File: config.mk
export PLATFORM = sky130hd
export DESIGN_NAME = core_lsu_rsp_q_flat
export DESIGN_NICKNAME = d
export VERILOG_FILES = /design/src/rtl/core_lsu_pkg.sv /design/src/rtl/core_lsu_rsp_q_if.sv /design/src/rtl/core_lsu_align.sv /design/src/rtl/core_lsu_rsp_q.sv /design/src/flat_wrapper.sv
export SDC_FILE = /design/constraint.sdc
export NUM_CORES = 1
export LEC_CHECK = 0
export ABC_AREA = 1
export CAP_MARGIN = 15
export CORE_ASPECT_RATIO = 1.25
export CORE_MARGIN = 4
export CORE_UTILIZATION = 45
export DETAILED_ROUTE_END_ITERATION = 10
export GPL_TIMING_DRIVEN = 0
export PLACE_DENSITY = 0.71
export SYNTH_ARGS = -nofsm -noshare
export SYNTH_HDL_FRONTEND = slang
export SYNTH_SLANG_ARGS = --single-unit
File: constraint.sdc
create_clock -name g_clk -period 6.2 [get_ports g_clk]
set_clock_uncertainty 0.05 [all_clocks]
set_input_delay 0.62 -clock g_clk [delete_from_list [all_inputs] [get_ports g_clk]]
set_output_delay 0.62 -clock g_clk [all_outputs]
set_load 0.05 [all_outputs]
File: src/rtl/core_lsu_pkg.sv
// Shared LSU definitions: access-size encodings, trap causes and the
// response-queue entry layout.
package core_lsu_pkg;

  typedef enum logic [1:0] {
    LSU_SZ_B = 2'd0,
    LSU_SZ_H = 2'd1,
    LSU_SZ_W = 2'd2,
    LSU_SZ_D = 2'd3
  } lsu_size_e;

  localparam logic [5:0] TRAP_LDACCESS = 6'd5;
  localparam logic [5:0] TRAP_STACCESS = 6'd7;

  // Entries are sized for the widest core; narrower builds use the low bits.
  localparam int LSU_MAX_XLEN = 64;
  localparam int LSU_MAX_RD_W = 5;

  typedef struct packed {
    logic                    load;
    logic                    store;
    lsu_size_e               size;
    logic                    sext;
    logic [LSU_MAX_RD_W-1:0] rd;
    logic [LSU_MAX_XLEN-1:0] addr;
    logic                    done;
    logic                    err;
    logic                    kill;
    logic [LSU_MAX_XLEN-1:0] data;
  } lsu_q_entry_t;

endpackage

File: src/rtl/core_lsu_rsp_q_if.sv
// Bus between the LSU request/response side and the writeback stage.
// wb_valid/wb_ready: a result transfers on any cycle both are high; while
// wb_valid is high and wb_ready low the wb_* fields hold steady.
interface core_lsu_rsp_q_if #(
  parameter int XLEN       = 64,
  parameter int REG_ADDR_W = 5
);
  logic                  req_fire;
  logic                  req_ready;
  logic                  req_load;
  logic                  req_store;
  logic [1:0]            req_size;
  logic                  req_sext;
  logic [REG_ADDR_W-1:0] req_rd;
  logic [XLEN-1:0]       req_addr;
  logic                  rsp_valid;
  logic                  rsp_err;
  logic [XLEN-1:0]       rsp_rdata;
  logic                  wb_valid;
  logic                  wb_ready;
  logic                  wb_rd_wen;
  logic [REG_ADDR_W-1:0] wb_rd;
  logic [XLEN-1:0]       wb_rdata;
  logic                  wb_trap;
  logic [5:0]            wb_cause;
  logic [XLEN-1:0]       wb_mtval;

  modport master (
    output req_fire, req_load, req_store, req_size, req_sext, req_rd, req_addr,
    output rsp_valid, rsp_err, rsp_rdata, wb_ready,
    input  req_ready, wb_valid, wb_rd_wen, wb_rd, wb_rdata, wb_trap, wb_cause, wb_mtval
  );

  modport slave (
    input  req_fire, req_load, req_store, req_size, req_sext, req_rd, req_addr,
    input  rsp_valid, rsp_err, rsp_rdata, wb_ready,
    output req_ready, wb_valid, wb_rd_wen, wb_rd, wb_rdata, wb_trap, wb_cause, wb_mtval
  );
endinterface

File: src/rtl/core_lsu_align.sv
// Load-data alignment: shift the addressed bytes down, then zero- or
// sign-fill above the access width.
module core_lsu_align
  import core_lsu_pkg::*;
#(
  parameter int XLEN  = 64,
  parameter int OFF_W = $clog2(XLEN/8)
) (
  input  logic [XLEN-1:0]  i_data,
  input  logic [OFF_W-1:0] i_off,
  input  lsu_size_e        i_size,
  input  logic             i_sext,
  output logic [XLEN-1:0]  o_data
);

  logic [XLEN-1:0] w_src;
  logic [XLEN-1:0] w_keep;
  logic            w_fill;

  always_comb begin
    w_src  = i_data >> {i_off, 3'b000};
    w_keep = '1;
    w_fill = 1'b0;
    case (i_size)
      LSU_SZ_B: begin w_keep = XLEN'(8'hFF);         w_fill = i_sext & w_src[7];  end
      LSU_SZ_H: begin w_keep = XLEN'(16'hFFFF);      w_fill = i_sext & w_src[15]; end
      LSU_SZ_W: begin w_keep = XLEN'(32'hFFFF_FFFF); w_fill = i_sext & w_src[31]; end
      default:  begin w_src  = i_data; end
    endcase
    o_data = (w_src & w_keep) | ({XLEN{w_fill}} & ~w_keep);
  end

endmodule

File: src/rtl/core_lsu_rsp_q.sv
// In-order load/store response queue: holds granted transactions until their
// memory response arrives, then hands aligned results to writeback.
module core_lsu_rsp_q
  import core_lsu_pkg::*;
#(
  parameter int XLEN       = 64,
  parameter int DEPTH      = 2,
  parameter int REG_ADDR_W = 5
) (
  input  logic                  g_clk,
  input  logic                  g_resetn,
  core_lsu_rsp_q_if.slave       bus,
  input  logic                  flush,
  output logic                  busy,
  output logic                  proto_err
);

  localparam int OFF_W = $clog2(XLEN/8);
  localparam int IDX_W = $clog2(DEPTH);
  localparam int PTR_W = IDX_W + 1;

  lsu_q_entry_t     r_q [DEPTH];
  logic [PTR_W-1:0] r_head, r_tail, r_rptr;
  logic [PTR_W-1:0] w_count;
  logic [DEPTH-1:0] w_live;
  lsu_q_entry_t     w_head_e, w_new;
  logic             w_full, w_undone, w_push, w_rsp_hit;
  logic             w_wb_valid, w_pop, w_drain, w_ok_load, w_trap;
  logic [XLEN-1:0]  w_aligned;

  assign w_count    = r_tail - r_head;
  assign w_full     = (w_count == PTR_W'(DEPTH));
  assign busy       = (w_count != '0);
  // r_rptr walks head->tail: everything behind it is done, everything from it on awaits a response.
  assign w_undone   = (r_rptr != r_tail);
  assign w_push     = bus.req_fire && !w_full;
  assign w_rsp_hit  = bus.rsp_valid && w_undone;
  assign w_head_e   = r_q[r_head[IDX_W-1:0]];
  assign w_wb_valid = busy && w_head_e.done && !w_head_e.kill;
  assign w_drain    = busy && w_head_e.done && w_head_e.kill;
  assign w_pop      = w_wb_valid && bus.wb_ready && !flush;

  always_comb begin
    w_live = '0;
    for (int i = 0; i < DEPTH; i++)
      w_live[i] = ({1'b0, IDX_W'(i) - r_head[IDX_W-1:0]} < w_count);
  end

  always_comb begin
    w_new       = '0;
    w_new.load  = bus.req_load;
    w_new.store = bus.req_store;
    w_new.size  = lsu_size_e'(bus.req_size);
    w_new.sext  = bus.req_sext;
    w_new.rd    = LSU_MAX_RD_W'(bus.req_rd);
    w_new.addr  = LSU_MAX_XLEN'(bus.req_addr);
  end

  always_ff @(posedge g_clk) begin
    if (!g_resetn) begin
      r_head    <= '0;
      r_tail    <= '0;
      r_rptr    <= '0;
      proto_err <= 1'b0;
      for (int i = 0; i < DEPTH; i++) r_q[i] <= '0;
    end else begin
      for (int i = 0; i < DEPTH; i++)
        if (flush && w_live[i]) r_q[i].kill <= 1'b1;
      if (w_rsp_hit) begin
        r_q[r_rptr[IDX_W-1:0]].done <= 1'b1;
        r_q[r_rptr[IDX_W-1:0]].err  <= bus.rsp_err;
        r_q[r_rptr[IDX_W-1:0]].data <= LSU_MAX_XLEN'(bus.rsp_rdata);
        r_rptr <= r_rptr + 1'b1;
      end
      if (w_push) begin
        r_q[r_tail[IDX_W-1:0]] <= w_new;
        r_tail <= r_tail + 1'b1;
      end
      if (w_pop || w_drain) r_head <= r_head + 1'b1;
      if (bus.rsp_valid && !w_undone) proto_err <= 1'b1;
    end
  end

  core_lsu_align #(.XLEN(XLEN)) u_align (
    .i_data (w_head_e.data[XLEN-1:0]),
    .i_off  (w_head_e.addr[OFF_W-1:0]),
    .i_size (w_head_e.size),
    .i_sext (w_head_e.sext),
    .o_data (w_aligned)
  );

  assign w_ok_load     = w_wb_valid && w_head_e.load && !w_head_e.err;
  assign w_trap        = w_wb_valid && w_head_e.err;
  assign bus.req_ready = !w_full;
  assign bus.wb_valid  = w_wb_valid;
  assign bus.wb_rd_wen = w_ok_load;
  assign bus.wb_rd     = w_wb_valid ? w_head_e.rd[REG_ADDR_W-1:0] : '0;
  assign bus.wb_rdata  = w_ok_load ? w_aligned : '0;
  assign bus.wb_trap   = w_trap;
  assign bus.wb_cause  = !w_trap          ? 6'd0 :
                         w_head_e.load    ? TRAP_LDACCESS :
                         w_head_e.store   ? TRAP_STACCESS : 6'd0;
  assign bus.wb_mtval  = w_trap ? w_head_e.addr[XLEN-1:0] : '0;

  a_no_push_when_full: assert property (@(posedge g_clk) disable iff (!g_resetn)
    !(bus.req_fire && w_full));
  a_no_dword_on_rv32: assert property (@(posedge g_clk) disable iff (!g_resetn)
    !(bus.req_fire && bus.req_load && (XLEN == 32) && (bus.req_size == 2'(LSU_SZ_D))));

endmodule

File: src/flat_wrapper.sv
// flat-port wrapper written by rule: the top's interface ports become plain ports
module core_lsu_rsp_q_flat import core_lsu_pkg::*;
#(
  parameter int XLEN       = 64,
  parameter int DEPTH      = 2,
  parameter int REG_ADDR_W = 5
)
  (g_clk, g_resetn, flush, busy, proto_err, bus_req_fire, bus_req_load, bus_req_store, bus_req_size, bus_req_sext, bus_req_rd, bus_req_addr, bus_rsp_valid, bus_rsp_err, bus_rsp_rdata, bus_wb_ready, bus_req_ready, bus_wb_valid, bus_wb_rd_wen, bus_wb_rd, bus_wb_rdata, bus_wb_trap, bus_wb_cause, bus_wb_mtval);
  core_lsu_rsp_q_if #(.XLEN(XLEN), .REG_ADDR_W(REG_ADDR_W)) bus_i ();
  input  logic g_clk;
  input  logic g_resetn;
  input  logic flush;
  output logic busy;
  output logic proto_err;
  input wire logic [$bits(bus_i.req_fire)-1:0] bus_req_fire;
  input wire logic [$bits(bus_i.req_load)-1:0] bus_req_load;
  input wire logic [$bits(bus_i.req_store)-1:0] bus_req_store;
  input wire logic [$bits(bus_i.req_size)-1:0] bus_req_size;
  input wire logic [$bits(bus_i.req_sext)-1:0] bus_req_sext;
  input wire logic [$bits(bus_i.req_rd)-1:0] bus_req_rd;
  input wire logic [$bits(bus_i.req_addr)-1:0] bus_req_addr;
  input wire logic [$bits(bus_i.rsp_valid)-1:0] bus_rsp_valid;
  input wire logic [$bits(bus_i.rsp_err)-1:0] bus_rsp_err;
  input wire logic [$bits(bus_i.rsp_rdata)-1:0] bus_rsp_rdata;
  input wire logic [$bits(bus_i.wb_ready)-1:0] bus_wb_ready;
  output wire logic [$bits(bus_i.req_ready)-1:0] bus_req_ready;
  output wire logic [$bits(bus_i.wb_valid)-1:0] bus_wb_valid;
  output wire logic [$bits(bus_i.wb_rd_wen)-1:0] bus_wb_rd_wen;
  output wire logic [$bits(bus_i.wb_rd)-1:0] bus_wb_rd;
  output wire logic [$bits(bus_i.wb_rdata)-1:0] bus_wb_rdata;
  output wire logic [$bits(bus_i.wb_trap)-1:0] bus_wb_trap;
  output wire logic [$bits(bus_i.wb_cause)-1:0] bus_wb_cause;
  output wire logic [$bits(bus_i.wb_mtval)-1:0] bus_wb_mtval;
  assign bus_i.req_fire = bus_req_fire;
  assign bus_i.req_load = bus_req_load;
  assign bus_i.req_store = bus_req_store;
  assign bus_i.req_size = bus_req_size;
  assign bus_i.req_sext = bus_req_sext;
  assign bus_i.req_rd = bus_req_rd;
  assign bus_i.req_addr = bus_req_addr;
  assign bus_i.rsp_valid = bus_rsp_valid;
  assign bus_i.rsp_err = bus_rsp_err;
  assign bus_i.rsp_rdata = bus_rsp_rdata;
  assign bus_i.wb_ready = bus_wb_ready;
  assign bus_req_ready = bus_i.req_ready;
  assign bus_wb_valid = bus_i.wb_valid;
  assign bus_wb_rd_wen = bus_i.wb_rd_wen;
  assign bus_wb_rd = bus_i.wb_rd;
  assign bus_wb_rdata = bus_i.wb_rdata;
  assign bus_wb_trap = bus_i.wb_trap;
  assign bus_wb_cause = bus_i.wb_cause;
  assign bus_wb_mtval = bus_i.wb_mtval;
  core_lsu_rsp_q #(.XLEN(XLEN), .DEPTH(DEPTH), .REG_ADDR_W(REG_ADDR_W)) u_core (.g_clk(g_clk), .g_resetn(g_resetn), .bus(bus_i), .flush(flush), .busy(busy), .proto_err(proto_err));
endmodule
Word level (Yosys, flattened, before mapping)
Memory sizes are Yosys's and may differ from the RTL's. A register that Yosys moved wholly into a read port is not among the register bits.
Index checks and enable logic that the tools add are counted.
- flip-flop bits (word level): 7
- memory bits (writable): 282
- input bits: 145
- output and inout bits: 145
- logic and storage cells: 75
- memories: 1
- add/sub/neg operators: 6
- $lt $le $gt $ge: 2
- equal/unequal tests: 4
- shift operators: 1
- multiplexer cells: 26
- bitwise logic cells: 9
- reductions and logical operators: 22
- memory list (memory ; depth ; width ; read ports ; clocked after Yosys merged registers in ; wr ports ; line ; RTL):
    u_core.r_q ; 2 ; 141 ; 1 ; 1 ; 4 ; core_lsu_rsp_q.sv:22 ; lsu_q_entry_t r_q [DEPTH];
- operator list (cell ; count):
    64-bit 2-to-1 mux ; 3
    64-bit one-hot mux with 3 select lines ; 1
    64-bit AND ; 2
    64-bit NOT ; 1
    64-bit bitwise OR ; 1
    64-bit by 6-bit right shift with 64-bit output ; 1
    1-bit 2-to-1 mux ; 17
    1-bit logical AND ; 13
    6-bit 2-to-1 mux ; 2
    2-bit by 1-bit adder with 2-bit output (second input constant) ; 3
    1-bit logical NOT ; 5
    5-bit 2-to-1 mux ; 1
    2-bit == test (second input constant) ; 2
    1-bit by 2-bit less-than comparator with 1-bit output ; 2
    1-bit AND ; 3
    3-bit 2-to-1 mux ; 1
    1-bit one-hot mux with 3 select lines ; 1
    3-bit OR reduction ; 1
    2-bit by 1-bit == test with 1-bit output (second input constant) ; 1
    2-bit logical NOT ; 1
    2-bit inequality test ; 1
    1-bit bitwise OR ; 2
    2-bit nonzero test ; 1
    1-bit subtractor (first input constant) ; 2
    2 further kinds ; 2

Logic depth before layout (Yosys ltp)
- depth after elaboration: 9
- gate-level depth with buffers: 17
- mapped depth without buffers: 14

Modules after synthesis
From an unflattened synthesis, not the netlist that was laid out.
- cells, all modules: 2114
- area total of the unflattened synthesis: 15871.5 um2
- by module, submodules not included (module ; times used ; cells an instance ; area each (um2)):
    core_lsu_rsp_q ; 1 ; 1608 ; 13466.7
    core_lsu_align ; 1 ; 506 ; 2404.8

Worst setup path after synthesis
OpenSTA, ideal clock, no wires.
- path kind: reg2out
- start: register u_core.r_tail[0]
- end: output bus_wb_cause[2]
- arrival time: 3.445 ns
- required time: 5.530 ns
- path slack: 2.085 ns
- stages on the path, launching flop included: 13
- buffers on the path: 2
- path through: dfxtp_1 > inv_1 > ha_1 > xor2_1 > nand2_1 > nand2_1 > inv_2 > nand2_4 > nor2_2 > inv_1 > clkbuf_1 > a21oi_1 > buf_4
- word-level cells in the longest chain between the ends: 6
- RTL lines (what ; line ; RTL):
    start, declared ; core_lsu_rsp_q.sv:23 ; logic [PTR_W-1:0] r_head, r_tail, r_rptr;
    start signal, assigned ; core_lsu_rsp_q.sv:77 ; r_tail <= r_tail + 1'b1;
    2-bit subtractor ; core_lsu_rsp_q.sv:31 ; assign w_count = r_tail - r_head;
    2-bit nonzero test ; core_lsu_rsp_q.sv:33 ; assign busy = (w_count != '0);
    named net busy ; flat_wrapper.sv:13 ; output logic busy;
    1-bit logical AND (2 in a row) ; core_lsu_rsp_q.sv:39 ; assign w_wb_valid = busy && w_head_e.done && !w_head_e.kill;
    1-bit logical AND ; core_lsu_rsp_q.sv:93 ; assign w_trap = w_wb_valid && w_head_e.err;
    named net bus_wb_trap ; flat_wrapper.sv:31 ; output wire logic [$bits(bus_i.wb_trap)-1:0] bus_wb_trap;
    6-bit 2-to-1 mux ; core_lsu_rsp_q.sv:100 ; assign bus.wb_cause = !w_trap ? 6'd0 :
    end, declared ; flat_wrapper.sv:32 ; output wire logic [$bits(bus_i.wb_cause)-1:0] bus_wb_cause;
The timed path passes the listed nets, and every way through them passes these cells.

==> qor.csv <==
metric,value,unit
gr ovfl total,0,
Worst VDD drop,0.000274,V
CTS Hold Bufs,0,
slew at the pin with the worst max-slew slack,1.14,ns
Top-Level Pins,290,
Hold Fails Final Rpt,0,
Yosys Warn Count,0,
WL/cell,20.1,µm
"crit path setup slack, layout",0.267,ns
Critical Path RT,5.53,ns
number of port buffers,286,
min-delay src,u_core.r_q[0][64]$_SDFFE_PN0P_,
H-tree depth,1,
DIE HEIGHT,212,µm
die width,171,µm
Tmin final,5.93,ns
Setup TNS,0,ns
Synth Instances,1977,
die area,36400,µm²
CTS root buf,clkbuf_16,
number of global-route vias before repair,14300,
Max Root-Sink Buffers,3,
clk slew on worst S/H paths,0.06,ns
GRT Total Usage,29.3,%
Antenna Nets Post-Route,0,
layout cell share with drive strength beyond 1,6.99,%
FP Rows,74,
worst reg2reg startpoint,u_core.r_tail[0]$_SDFFE_PN0N_,
Via density,5.39,
worst-path fanout max,10,
Worst Path Arrival,5.26,ns
Via Count,14700,
drt drc,0,
Final Wtd Congestion,0.983,
max-slew violation count,0,
initial drt markers,1583,
Final HPWL DP,41200,µm
final setup violation count,0,
fillers,3039,
Nets,2450,
antenna violations before repair,4,
first drt pass iteration count,6,
post-synth top area share,29.6,%
"Area growth, synth to finish",29.4,%
top area cells in the synthesized netlist,"edfxtp_1 30%, dfxtp_1 19%, nand2_1 10%, nor2_1 9.1%, inv_1 6.7%",
synthesized flop and latch total,290,
synthesized area,15000,µm²
global-route wire length before repair,81900,µm
TritonCTS clock tree,done,
starting density of the core,45.8,%
f_max,169,MHz
cell taking the most area after synthesis,edfxtp_1,
largest net degree at the start of global routing,65,
sequential fraction of the synthesis area,48.5,%
Crit Path Class,reg2out,
Slew headroom,23.1,%
"Clk Latency, worst-skew pair",0.56,ns
Worst setup SP type,flop,
status,finished clean,
dpl ws,0.966,ns
Max Cap Violations,0,
fin util,59.3,%
Floorplan Core Area,32800,µm²
setup repair bufs after CTS,0,
CTS Buf Count,29,
post_cts resized,0,
Clock Sink Count,290,
n_diodes,0,
fin crit share,95.7,%
DRT Wirelength,55100,µm
Synth cell types,37,
synthesized area per cell,7.60,µm²
pwr/cell area,254,nW/µm²
leakage power,8.43,nW
HP Class,reg2reg,
unrepaired setup endpoints after global routing,no,
crit end category,output pin,
WHS,0.401,ns
[per-stage QoR]
stage                     cells  power [W]  instance area, µm²
final                      2736    0.00493               19400
after global routing       2736    0.00511               19400
after CTS                  2736    0.00494               19400
after detailed placement   2685    0.00318               18500
after global placement     2683    0.00316               18400
after floorplan            1979    0.00279               15000
[flip-flops by register name (all words and copies together) (netlist names), named ones only]
name,cells
u_core.r_rptr,2
u_core.r_head,2
u_core.proto_err,1
u_core.r_tail,2
u_core.r_q,282
[kinds of logic (layout without fill, tap and decap cells)]
group	Yosys count	after routing	synth area share (%)
compound gates	413	413	16.9
fa+ha+maj	7	7	0.583
xor+xnor	3	3	0.225
flops	290	290	48.5
simple gates	846	846	22.2
mux	2	2	0.133
other cells	1	3	0.0250
buf+inv	415	754	11.4
[layer usage]
layer	vias up	share of wire, %	GRT usage, %
li1	6994	-	-
met1	6894	37	34.9
met2	684	48	50.2
met3	163	8.9	6.43
met4	8	5.2	13.7
met5	-	0.10	0
[where the power goes]
group	switching, W	internal [W]
logic	0.000648	0.000313
registers	0.0000408	0.00216
clock network	0.000731	0.00105
total	0.00142	0.00351
[cells in the final DEF, fill, tap and decap left out, drive strengths merged]
| cell type | synthesis | final |
|---|---|---|
| o21bai | 5 | 5 |
| bufinv | 0 | 3 |
| a21oi | 89 | 89 |
| xnor2 | 2 | 2 |
| o21a | 2 | 2 |
| clkinvlp | 0 | 1 |
| clkdlybuf4s50 | 0 | 286 |
| ha | 7 | 7 |
| inv | 273 | 273 |
| nand2 | 430 | 430 |
| mux2i | 2 | 2 |
| dfxtp | 142 | 142 |
| xor2 | 1 | 1 |
| o211ai | 28 | 28 |
| conb | 1 | 3 |
| o221ai | 6 | 6 |
| clkbuf | 63 | 103 |
| or2 | 3 | 3 |
| nor3 | 1 | 1 |
| clkinv | 0 | 7 |
| nand4 | 1 | 1 |
| a22oi | 130 | 130 |
| a31oi | 22 | 22 |
| o21ai | 131 | 131 |
| edfxtp | 148 | 148 |
| nand3 | 23 | 23 |
| buf | 79 | 81 |
| nor2 | 388 | 388 |
[area by class of cell]
class	instances	area [µm²]	area share, %
buffer	142	688	3.54
sequential	290	7290	37.5
tap	418	523	2.69
timing repair buffer	288	2920	15.0
multi-input combinational	1274	6040	31.1
clock inverter	11	125	0.644
clock buffer	40	827	4.26
inverter	273	1030	5.29
[Yosys cell counts]
cell / n
mux2i_1: 2
nor2_2: 24
o21bai_1: 5
inv_2: 3
o211ai_1: 28
xor2_1: 1
a22oi_1: 130
o221ai_1: 6
nand4_1: 1
o21ai_0: 128
o21ai_2: 1
buf_6: 8
buf_2: 55
o21a_1: 2
a21oi_2: 1
nand3_1: 22
xnor2_2: 1
nor2_1: 364
edfxtp_1: 148
buf_1: 9
conb_1: 1
clkbuf_1: 63
ha_1: 7
nand3_2: 1
inv_1: 269
a31oi_1: 22
nand2_4: 3
dfxtp_1: 142
or2_2: 3
nand2_1: 420
a21oi_1: 88
o21ai_1: 2
inv_4: 1
nor3_4: 1
xnor2_1: 1
buf_4: 7
nand2_2: 7
[path summary, 6_finish.rpt]
kind	depth (start not counted)	slack, ns	endpoint
setup / recovery	15	0.27	bus_wb_rdata[22]
hold / removal	2	0.40	u_core.r_q[0][64]$_SDFFE_PN0P_
setup reg to reg	10	3.29	u_core.r_q[0][97]$_DFFE_PP_
hold reg to reg	2	0.40	u_core.r_q[0][64]$_SDFFE_PN0P_
[worst max-delay path: stages, from the launching register on]
cell             delay [ns]
dfxtp_1                0.32
buf_6                  0.15
buf_6                  0.20
buf_2                  0.32
buf_2                  0.37
buf_2                  0.30
o21ai_0                0.21
inv_1                  0.13
ha_1                   0.15
clkbuf_1               0.35
inv_1                  0.20
clkbuf_1               0.40
o21ai_0                0.45
a31oi_1                0.16
nor2_2                 0.16
clkdlybuf4s50_1        0.81
(Power assumes the default switching activity.)
